==> config.mk <==
export PLATFORM = sky130hd
export DESIGN_NAME = ecc_read_scheduler
export DESIGN_NICKNAME = d
export VERILOG_FILES = /design/src/rtl/ecc_read_scheduler.sv
export SDC_FILE = /design/constraint.sdc
export NUM_CORES = 1
export LEC_CHECK = 0
export BUFFER_PORTS_ARGS = -buffer_cell sky130_fd_sc_hd__buf_4
export CAP_MARGIN = 20
export CORE_MARGIN = 10
export CORE_UTILIZATION = 25
export DETAILED_ROUTE_END_ITERATION = 8
export GPL_TIMING_DRIVEN = 0
export SYNTH_ARGS = -nofsm -noshare
export SYNTH_HDL_FRONTEND = slang
export SYNTH_SLANG_ARGS = --single-unit
export TNS_END_PERCENT = 30
==> constraint.sdc <==
create_clock -name clk -period 5.9 [get_ports clk]
set_clock_uncertainty 0.1 [all_clocks]
set_input_delay 0.59 -clock clk [delete_from_list [all_inputs] [get_ports clk]]
set_output_delay 0.59 -clock clk [all_outputs]
set_load 0.05 [all_outputs]
==> src/rtl/ecc_read_scheduler.sv <==
// Two-port read scheduler sharing one memory read path and an external SEC
// hamming decoder/encoder; scrubs corrected words and counts corrections.
module ecc_read_scheduler #(
  parameter int ADDR_W    = 8,
  parameter int WRITEBACK = 1,
  parameter int CNT_W     = 16
) (
  input  logic              clk,
  input  logic              rst_n,
  input  logic              a_req_valid,
  input  logic [ADDR_W-1:0] a_req_addr,
  output logic              a_req_ready,
  output logic              a_rsp_valid,
  output logic [7:0]        a_rsp_data,
  output logic              a_rsp_err,
  input  logic              b_req_valid,
  input  logic [ADDR_W-1:0] b_req_addr,
  output logic              b_req_ready,
  output logic              b_rsp_valid,
  output logic [7:0]        b_rsp_data,
  output logic              b_rsp_err,
  output logic              mem_en,
  output logic              mem_we,
  output logic [ADDR_W-1:0] mem_addr,
  output logic [11:0]       mem_wdata,
  input  logic [11:0]       mem_rdata,
  output logic [11:0]       dec_code,
  input  logic [7:0]        dec_data,
  input  logic              dec_err,
  output logic [7:0]        enc_data,
  input  logic [11:0]       enc_code,
  input  logic              clr_count,
  output logic [CNT_W-1:0]  err_count,
  output logic              busy
);

  typedef enum logic [2:0] {IDLE, RD, CAP, DEC, RSP, WB} state_t;

  localparam logic WB_EN = (WRITEBACK != 0);

  state_t            state, state_next;
  logic [11:0]       code_q;
  logic [7:0]        data_q;
  logic              err_q;
  logic              owner_q;     // 0 = port A, 1 = port B
  logic [ADDR_W-1:0] addr_q;
  logic              last_grant;  // 0 = port A, 1 = port B
  logic [CNT_W-1:0]  count_q;
  logic              grant_a, grant_b, accept;

  // Round-robin: on contention the port that did not win last time goes first.
  assign grant_a = a_req_valid && (!b_req_valid || last_grant);
  assign grant_b = b_req_valid && (!a_req_valid || !last_grant);

  // Gated by rst_n so no handshake can be seen during reset.
  assign a_req_ready = (state == IDLE) && rst_n && grant_a;
  assign b_req_ready = (state == IDLE) && rst_n && grant_b;
  assign accept      = a_req_ready || b_req_ready;

  assign dec_code  = code_q;
  assign enc_data  = data_q;
  assign err_count = count_q;
  assign busy      = (state != IDLE);

  always_comb begin
    state_next  = state;
    mem_en      = 1'b0;
    mem_we      = 1'b0;
    mem_addr    = '0;
    mem_wdata   = '0;
    a_rsp_valid = 1'b0;
    a_rsp_data  = '0;
    a_rsp_err   = 1'b0;
    b_rsp_valid = 1'b0;
    b_rsp_data  = '0;
    b_rsp_err   = 1'b0;
    case (state)
      IDLE: begin
        if (accept) state_next = RD;
      end
      RD: begin
        mem_en     = 1'b1;
        mem_addr   = addr_q;
        state_next = CAP;
      end
      CAP: state_next = DEC;
      DEC: state_next = RSP;
      RSP: begin
        if (!owner_q) begin
          a_rsp_valid = 1'b1;
          a_rsp_data  = data_q;
          a_rsp_err   = err_q;
        end else begin
          b_rsp_valid = 1'b1;
          b_rsp_data  = data_q;
          b_rsp_err   = err_q;
        end
        // Parity-only corrections are scrubbed too; the data is unchanged.
        state_next = (err_q && WB_EN) ? WB : IDLE;
      end
      WB: begin
        mem_en     = 1'b1;
        mem_we     = 1'b1;
        mem_addr   = addr_q;
        mem_wdata  = enc_code;
        state_next = IDLE;
      end
      default: state_next = IDLE;
    endcase
  end

  always_ff @(posedge clk) begin
    if (!rst_n) begin
      state      <= IDLE;
      code_q     <= '0;
      data_q     <= '0;
      err_q      <= 1'b0;
      owner_q    <= 1'b0;
      addr_q     <= '0;
      last_grant <= 1'b1;
      count_q    <= '0;
    end else begin
      state <= state_next;
      if (accept) begin
        addr_q     <= b_req_ready ? b_req_addr : a_req_addr;
        owner_q    <= b_req_ready;
        last_grant <= b_req_ready;
      end
      if (state == CAP) code_q <= mem_rdata;
      if (state == DEC) begin
        data_q <= dec_data;
        err_q  <= dec_err;
      end
      // Clear wins over a same-cycle increment; the count sticks at all-ones.
      if (clr_count)
        count_q <= '0;
      else if (state == DEC && dec_err && count_q != {CNT_W{1'b1}})
        count_q <= count_q + {{(CNT_W-1){1'b0}}, 1'b1};
    end
  end

endmodule
== Word level (Yosys, flattened, before mapping) ==
Cells that the tools add are included.

* Bits of input ports: 54
* Register bits after elaboration: 50
* Output and inout bits: 81
* Word-level logic and storage cells: 54

* Equal/unequal tests: 7
* Bitwise operators: 1
* Mux-type cells: 20
* Reduce and logical (&&, ||, !) cells: 17
* $add $sub $neg: 1

{| class="wikitable"
|+ Operators by type and width
! kind !! number
|-
| 8-bit two-way mux || 6
|-
| 16-bit by 1-bit adder with 16-bit output, second input constant || 1
|-
| 16-bit inequality test, second input constant || 1
|-
| 3-bit one-hot mux with 5 select lines || 1
|-
| 12-bit two-way mux || 1
|-
| 1-bit two-way mux || 10
|-
| 1-bit logical AND || 7
|-
| 3-bit by 2-bit equality test with 1-bit output, second input constant || 2
|-
| 3-bit equality test, second input constant || 2
|-
| 3-bit two-way mux || 2
|-
| 2-bit OR reduction || 2
|-
| 3-bit by 1-bit equality test with 1-bit output, second input constant || 1
|-
| 1-bit logical NOT || 3
|-
| 3-bit logical NOT || 1
|-
| 1-bit logical OR || 3
|-
| 3-bit nonzero test || 1
|-
| 2-bit inequality test, second input constant || 1
|-
| 1-bit inverter || 1
|}

== Depth between registers and ports, before layout ==
Gate-level depths: netlist of run 1.

* Depth after elaboration: 7
* Gate-level depth with buffers: 7
* Gate-level depth less buffers: 5

== Least setup slack after synthesis of run 1 ==
No wires, ideal clock.

* Path kind: flip-flop to output port
* Start point: register state[2]
* End point: output port a_rsp_data[0]
* Required time: 5.210 ns
* Stages on the path, launching flop included: 5
* Path slack: 3.163 ns
* Data arrival time: 2.047 ns
* Buffers on the path: 1
* Path through: dfxtp_1 clkbuf_1 nand2_1 nor2_1 and2_1

* Word-level cells in the longest chain between the ends: 2

{| class="wikitable"
|+ Ends and longest elaborated chain
! item !! RTL line !! RTL
|-
| from (decl) || 41 || <nowiki>state_t state, state_next;</nowiki>
|-
| from (signal assigned) || 123 || <nowiki>state <= state_next;</nowiki>
|-
| 3-bit equality test || 77 || <nowiki>case (state)</nowiki>
|-
| 8-bit two-way mux || 77 ||
|-
| to (decl) || 14 || <nowiki>output logic [7:0] a_rsp_data,</nowiki>
|}

Every way passes these cells.

== Worst setup path in the final report of run 1 ==
* Start point: register state[1]
* End point: output port b_req_ready

* Word-level cells in the longest chain between the ends: 3

{| class="wikitable"
|+ Ends and longest elaborated chain
! item !! RTL line !! RTL
|-
| 3-bit logical NOT || 57 || <nowiki>assign b_req_ready = (state == IDLE) && rst_n && grant_b;</nowiki>
|-
| 1-bit logical AND (2 in a row) || 57 ||
|-
| to (decl) || 18 || <nowiki>output logic b_req_ready,</nowiki>
|}

Every way passes these cells.

==> results of run 1 <==
==> layout make-up <==
cell class	count	area (µm²)
clock buffer	6	72.6
fill	1040	5940
multi-input combinational	222	1370
buffer	18	85.1
sequential	50	1000
tap	133	166
timing repair buffer	134	1010
inverter	4	15.0
clock inverter	2	37.5
==> cell families (layout without fill, tap and decap cells) <==
logic type | Yosys count | in the layout | synth area share
AO/OA/AOI/OAI | 50 | 50 | 0.128
XOR/XNOR | 1 | 1 | 0.00355
adder cells (fa/ha/maj) | 1 | 1 | 0.00507
buffers and inverters | 22 | 164 | 0.0406
flip-flops | 50 | 50 | 0.406
multiplexers | 21 | 21 | 0.0852
AND/OR/NAND/NOR | 149 | 149 | 0.332
==> tightest hold or removal path: stages, from the launching register on <==
cell and delay (ns):
dfxtp_1 0.34, nand2_1 0.06, a21oi_1 0.05
==> placed cells by master (no fill, tap or decap), types with 8 or more instances in the layout <==
cell,count
buf_4,135
dfxtp_1,50
nand2_1,28
nor2_1,28
and2_1,27
mux2i_1,21
a21oi_1,20
and3_1,16
nand3_1,14
clkbuf_1,12
a211oi_1,11
o31ai_1,8
or4_1,8
==> registers in the layout, indices dropped and copies added, names as in the netlist <==
register    flops
enc_data        8
dec_code       12
addr_q          8
err_q           1
err_count      16
owner_q         1
last_grant      1
state           3
==> per-layer routing <==
layer | routed length (µm) | vias to the layer above | GRT usage
met5 | 0 | - | 0
met4 | 86 | 0 | 0.0211
li1 | - | 1344 | -
met3 | 739 | 8 | 0.0482
met2 | 3830 | 91 | 0.185
met1 | 3560 | 1190 | 0.126
==> worst max path at each step <==
stage / cells past startpoint / slack, ns / startpoint / end
final: 6 / 3.05 / state[1] / b_req_ready
after global routing: 6 / 2.84 / state[1] / b_req_ready
after CTS: 6 / 3.00 / state[1] / b_req_ready
after detailed placement: 6 / 3.19 / rst_n / b_req_ready
after global placement: 6 / 3.21 / rst_n / b_req_ready
after floorplan: 4 / 3.16 / state[2] / a_rsp_data[0]
==> through the flow <==
| step | power, mW | instances | hold WS (ns) | util |
|---|---|---|---|---|
| after floorplan | 0.529 | 294 | 0.343 | - |
| after global placement | 0.605 | 561 | 0.368 | 0.376 |
| after detailed placement | 0.610 | 561 | 0.380 | 0.376 |
| after CTS | 0.855 | 569 | 0.393 | 0.387 |
| after global routing | 0.888 | 569 | 0.401 | 0.387 |
| final | 0.839 | 569 | 0.384 | 0.387 |
==> power breakdown <==
group          switching, mW  leakage (nW)  internal [mW]  total [mW]
clock                  0.114        0.0514          0.127       0.241
sequential            0.0129         0.406          0.360       0.373
combinational          0.138          1.26         0.0876       0.225
==> run_results.csv, run 1 <==
group,metric,value,unit
outcome,outcome,"finished clean",
sta,fin_crit_sh,0.483,
routing,wl_per_cell,14.4,µm
clocking,clock_latency,0.30,ns
logic_synthesis,synth.avg_cell_area,8.39,µm²
placement,io_buffers,134,
setup_path,crit_top_cell,"buf_4",
clocking,clockBufferDepth,2,
routing,drc,0,
setup_path,critPathSlowestCell,"nor4b_1",
clocking,clk_pin_slew,0.10,ns
sta,worst_slew_pin_slew,0.751,ns
die,die_x,119,µm
die,initial_core_util,0.255,
clocking,numCtsBuffers,5,
placement,gp_congestion,0.827,
final_layout,antenna_cells,0,
hold_path,min_to,"enc_data[1]",
placement,dp.final_hpwl,6.69,mm
logic_synthesis,synth_cells,294,
clocking,cts_tree,"built",
setup_path,arrival,2.16,ns
clocking,hold_buffers,0,
die,rows,36,
logic_synthesis,ys_top_cells_by_area,"dfxtp_1 (41%), mux2i_1 (8.5%), and2_1 (6.8%)",
sta,setup_viol,0,
final_layout,area_growth,52.0,%
routing,via_per_inst,4.63,
die,coreArea,0.00968,mm²
setup_path,path_cells,"buf_4 > nor4b_1 > nand3_1 > clkbuf_1 > inv_1 > buf_4",
clocking,cts-htree-levels,2,
die,die_area,0.0142,mm²
setup_path,worstPathMaxFanout,10,
sta,finalHoldViolCount,0,
hold_path,hp-start,"enc_data[1]",
clocking,clockRootBuffer,"clkbuf_8",
setup_path,reg2reg_slack,3.59,ns
logic_synthesis,synth_flop_cell,"dfxtp_1",
grt,antenna_found_initial,0,
setup_path,r2r-end,"err_count[15]",
setup_path,critPathKind,"register to output pin",
placement,place_ws,3.19,ns
clocking,cts_num_sinks,50,
hold_path,hp-class,"register to register",
setup_path,end_kind,"output pin",
setup_path,cpLargestDelayFamily,"buffers and inverters",
logic_synthesis,synth_edf_count,0,
final_layout,final_cell_area,0.00375,mm²
routing,num_vias,2633,
grt,grt_pass1_vias,2722,
logic_synthesis,syn_nets,349,
grt,grt.overflow.total,0,
power,ir_worst_vdd,0.138,mV
clocking,cts-resized-gates,0,
grt,grt_pass1_wl,13.3,mm
power,p_leak,1.72,nW
routing,ant_nets,0,
sta,slew_viol_final,0,
logic_synthesis,synth_top_area_cell,"dfxtp_1",
sta,finalCriticalPeriod,2.85,ns
hold_path,worstHoldPathCells,2,
sta,slew_headroom,0.495,
setup_path,r2r_start,"err_count[1]",
die,ios,135,
logic_synthesis,ys_seq_area_frac,0.406,
grt,grtUsageTotal,0.110,
sta,max_freq,351,MHz
logic_synthesis,synth-async-reset-ratio,0,
routing,dr.pass1.iters,4,
logic_synthesis,netlist_top_cells_count,"dfxtp_1 (50), nand2_1 (28), nor2_1 (28)",
final_layout,layout.nets,490,
routing,routed_wl,8.22,mm
logic_synthesis,syn_area,0.00247,mm²
logic_synthesis,synth_seq_cells,50,
logic_synthesis,yosysTopAreaCellShare,0.406,
final_layout,layout-drive-gt1-share,0.349,
setup_path,worst-path-buf-inv,4,
logic_synthesis,yosysMostFrequentCell,"dfxtp_1",
grt,grt_max_degree,16,
routing,drt_iter0_drc,68,
sta,layout_setup_ws,3.05,ns
die,die_height,119,µm
logic_synthesis,yosys_warnings,0,
power,power.density,224,mW/mm²
setup_path,startpoint_type,"register",
setup_path,cpPeakStageDelay,0.48,ns
logic_synthesis,synth.distinct_cells,39,
setup_path,reg2reg_depth,6,
clocking,cts_setup_buffers,0,
sta,grt_setup_unrepaired,"false",
sta,fin_tns_setup,0,ns
setup_path,cp.required,5.21,ns
placement,dpl_cell_area,0.00364,mm²
run,cap_viol_max_count,0,
Note: power is estimated with default switching activity, not from simulation.
==> run 2, diff against run 1 <==
- ABC_AREA: unset -> 1
- clock period: 5.9 -> 2.35 ns (I/O delays scaled with it)
==> run_results.csv, run 2 <==
group,metric,value,unit
power,power.density,750,mW/mm²
final_layout,largest_reg_flops,16,
clocking,cts-htree-levels,2,
final_layout,instances_no_fill,682,
clocking,cts-resized-gates,0,
sta,slew_viol_final,0,
final_layout,final_cell_area,0.00396,mm²
die,ios,135,
logic_synthesis,yosysTopAreaCellShare,0.382,
clocking,clockBufferDepth,2,
sta,finalHoldViolCount,0,
final_layout,layout-drive-gt1-share,0.370,
clocking,cts_tree,"built",
sta,fin_tns_setup,0,ns
logic_synthesis,syn_nets,460,
logic_synthesis,synth_top_area_cell,"dfxtp_1",
setup_path,cp.required,2.02,ns
clocking,numCtsBuffers,5,
logic_synthesis,synth.avg_cell_area,6.47,µm²
grt,grt_max_degree,17,
logic_synthesis,netlist_top_cells_count,"nor2_1 (112), nand2_1 (68), inv_1 (51)",
sta,fin_crit_sh,0.883,
sta,grt_setup_unrepaired,"false",
routing,via_per_inst,4.31,
logic_synthesis,synth_fa_ha_area_frac,0.00477,
grt,grt_pass1_vias,2882,
setup_path,cpPeakStageDelay,0.50,ns
setup_path,end_kind,"output pin",
clocking,hold_buffers,0,
power,p_leak,1.77,nW
grt,grt_pass1_wl,14.1,mm
final_layout,area_growth,51.1,%
sta,max_freq,482,MHz
die,die_x,122,µm
sta,layout_setup_ws,0.275,ns
logic_synthesis,syn_area,0.00262,mm²
outcome,outcome,"finished clean",
setup_path,critPathSlowestCell,"dfxtp_1",
logic_synthesis,synth_edf_count,0,
setup_path,path_cells,"inv_2 > nor2_4 > inv_2 > nor2_4 > inv_2 > buf_6 > nor2_2 > buf_4",
sta,setup_viol,0,
grt,grtUsageTotal,0.113,
clocking,clockRootBuffer,"clkbuf_8",
final_layout,layout.nets,600,
placement,dpl_cell_area,0.00386,mm²
logic_synthesis,synth_compound_area_frac,0.126,
sta,worst_slew_pin_slew,0.421,ns
placement,place_ws,0.595,ns
setup_path,arrival,1.74,ns
logic_synthesis,synth_seq_cells,50,
grt,grt.overflow.total,0,
logic_synthesis,ys_top_cells_by_area,"dfxtp_1 (38%), nor2_1 (16%), nand2_1 (9.7%)",
routing,routed_wl,8.94,mm
sta,finalCriticalPeriod,2.07,ns
setup_path,startpoint_type,"register",
routing,num_vias,2941,
final_layout,layout.cells.most_common,"buf_4",
clocking,cts_setup_buffers,0,
placement,io_buffers,133,
routing,wl_per_cell,13.1,µm
final_layout,fin_util,0.385,
logic_synthesis,synth_top_family_by_area,"simple AND/OR/NAND/NOR gates",
placement,dp.final_hpwl,7.36,mm
logic_synthesis,ys_seq_area_frac,0.382,
final_layout,final_cell_mix,"buf_4 (133), nor2_1 (86), nand2_1 (68), inv_1 (51), dfxtp_1 (50)",
routing,drt_iter0_drc,130,
grt,antenna_found_initial,0,
clocking,clk_pin_slew,0.10,ns
logic_synthesis,synth_flop_cell,"dfxtp_1",
logic_synthesis,synthXorXnorAreaFrac,0.00334,
routing,dr.pass1.iters,5,
placement,gp_congestion,0.857,
hold_path,hp-class,"input port to register",
logic_synthesis,synth-async-reset-ratio,0,
die,coreArea,0.0103,mm²
sta,slew_headroom,0.719,
logic_synthesis,synthMuxAreaShare,0,
clocking,cts_num_sinks,50,
die,die_area,0.0150,mm²
logic_synthesis,synthSimpleGateAreaFrac,0.374,
die,die_height,122,µm
die,rows,37,
run,cap_viol_max_count,0,
power,ir_worst_vdd,0.374,mV
routing,drc,0,
logic_synthesis,yosys_warnings,0,
clocking,clock_latency,0.30,ns
logic_synthesis,synth_cells,405,
setup_path,crit_top_cell,"inv_2",
logic_synthesis,yosysMostFrequentCell,"nor2_1",
logic_synthesis,synth.distinct_cells,29,
placement,dp_cells,674,
setup_path,critPathKind,"register to output pin",
final_layout,fill_cells,1143,
die,initial_core_util,0.255,
setup_path,worstPathMaxFanout,10,
routing,ant_nets,0,
final_layout,antenna_cells,0,
run 2: cell count changes in the layout (fill, tap and decap cells not counted), sizes merged, moves of 9 or more:
cell and change:
nor2 +97, inv +54, nand2 +43, and2 -27, o21ai +25, mux2i -21
and3 -16, a211oi -11, or4 -9
run 2: metal layers:
metal | GRT usage | wire length (µm) | up-vias
li1 | - | - | 1533
met1 | 0.135 | 3800 | 1293
met2 | 0.194 | 4200 | 110
met3 | 0.0349 | 856 | 5
met4 | 0.0302 | 87 | 0
met5 | 0 | 0 | -
run 2: kinds of logic (layout without fill, tap and decap cells):
family                     count (synthesis)  after routing
AOI/OAI and AO/OA                         61             61
adders and majority gates                  1              1
xor gates and xnor gates                   1              1
DFF                                       50             50
and+or+nand+nor                          223            223
buffers and inverters                     69            210
run 2: final cells by class:
| type | instances | area (µm²) | share of cell area |
|---|---|---|---|
| multi-input cells | 286 | 1400 | 0.354 |
| flip-flops and latches | 50 | 1000 | 0.253 |
| repair buffers | 133 | 998 | 0.252 |
| inverters | 60 | 228 | 0.0575 |
| well taps | 136 | 170 | 0.0430 |
| clock buffers | 6 | 82.6 | 0.0209 |
| plain buffers | 9 | 61.3 | 0.0155 |
| clock inverters | 2 | 17.5 | 0.00442 |
run 2: critical path: cells and delay by family, from the launching register on:
| family | cells | cell delay, ns |
|---|---|---|
| and+or+nand+nor | 3 | 0.34 |
| buffers and inverters | 5 | 0.61 |
| DFF | 1 | 0.50 |
run 2: power breakdown:
part           leakage [nW]  internal (mW)  switching [mW]
Combinational          1.31          0.399           0.927
Clock                0.0514          0.243           0.312
Sequential            0.406          0.989           0.100
Total                  1.77           1.63            1.34
run 2: worst paths after layout:
check | from | to | slack [ns] | depth (start not counted)
setup / recovery | state[0] | mem_wdata[3] | 0.28 | 8
hold / removal | b_req_addr[5] | addr_q[5] | 0.08 | 3
setup reg to reg | err_count[1] | err_count[0] | 0.69 | 10
hold reg to reg | dec_code[4] | dec_code[4] | 0.39 | 2
run 2: stage by stage:
step	hold WS, ns	total power, mW
final	0.0780	2.97
after global routing	0.0649	3.16
after CTS	0.0638	3.01
after detailed placement	0.371	2.44
after global placement	0.364	2.43
after floorplan	0.277	2.02
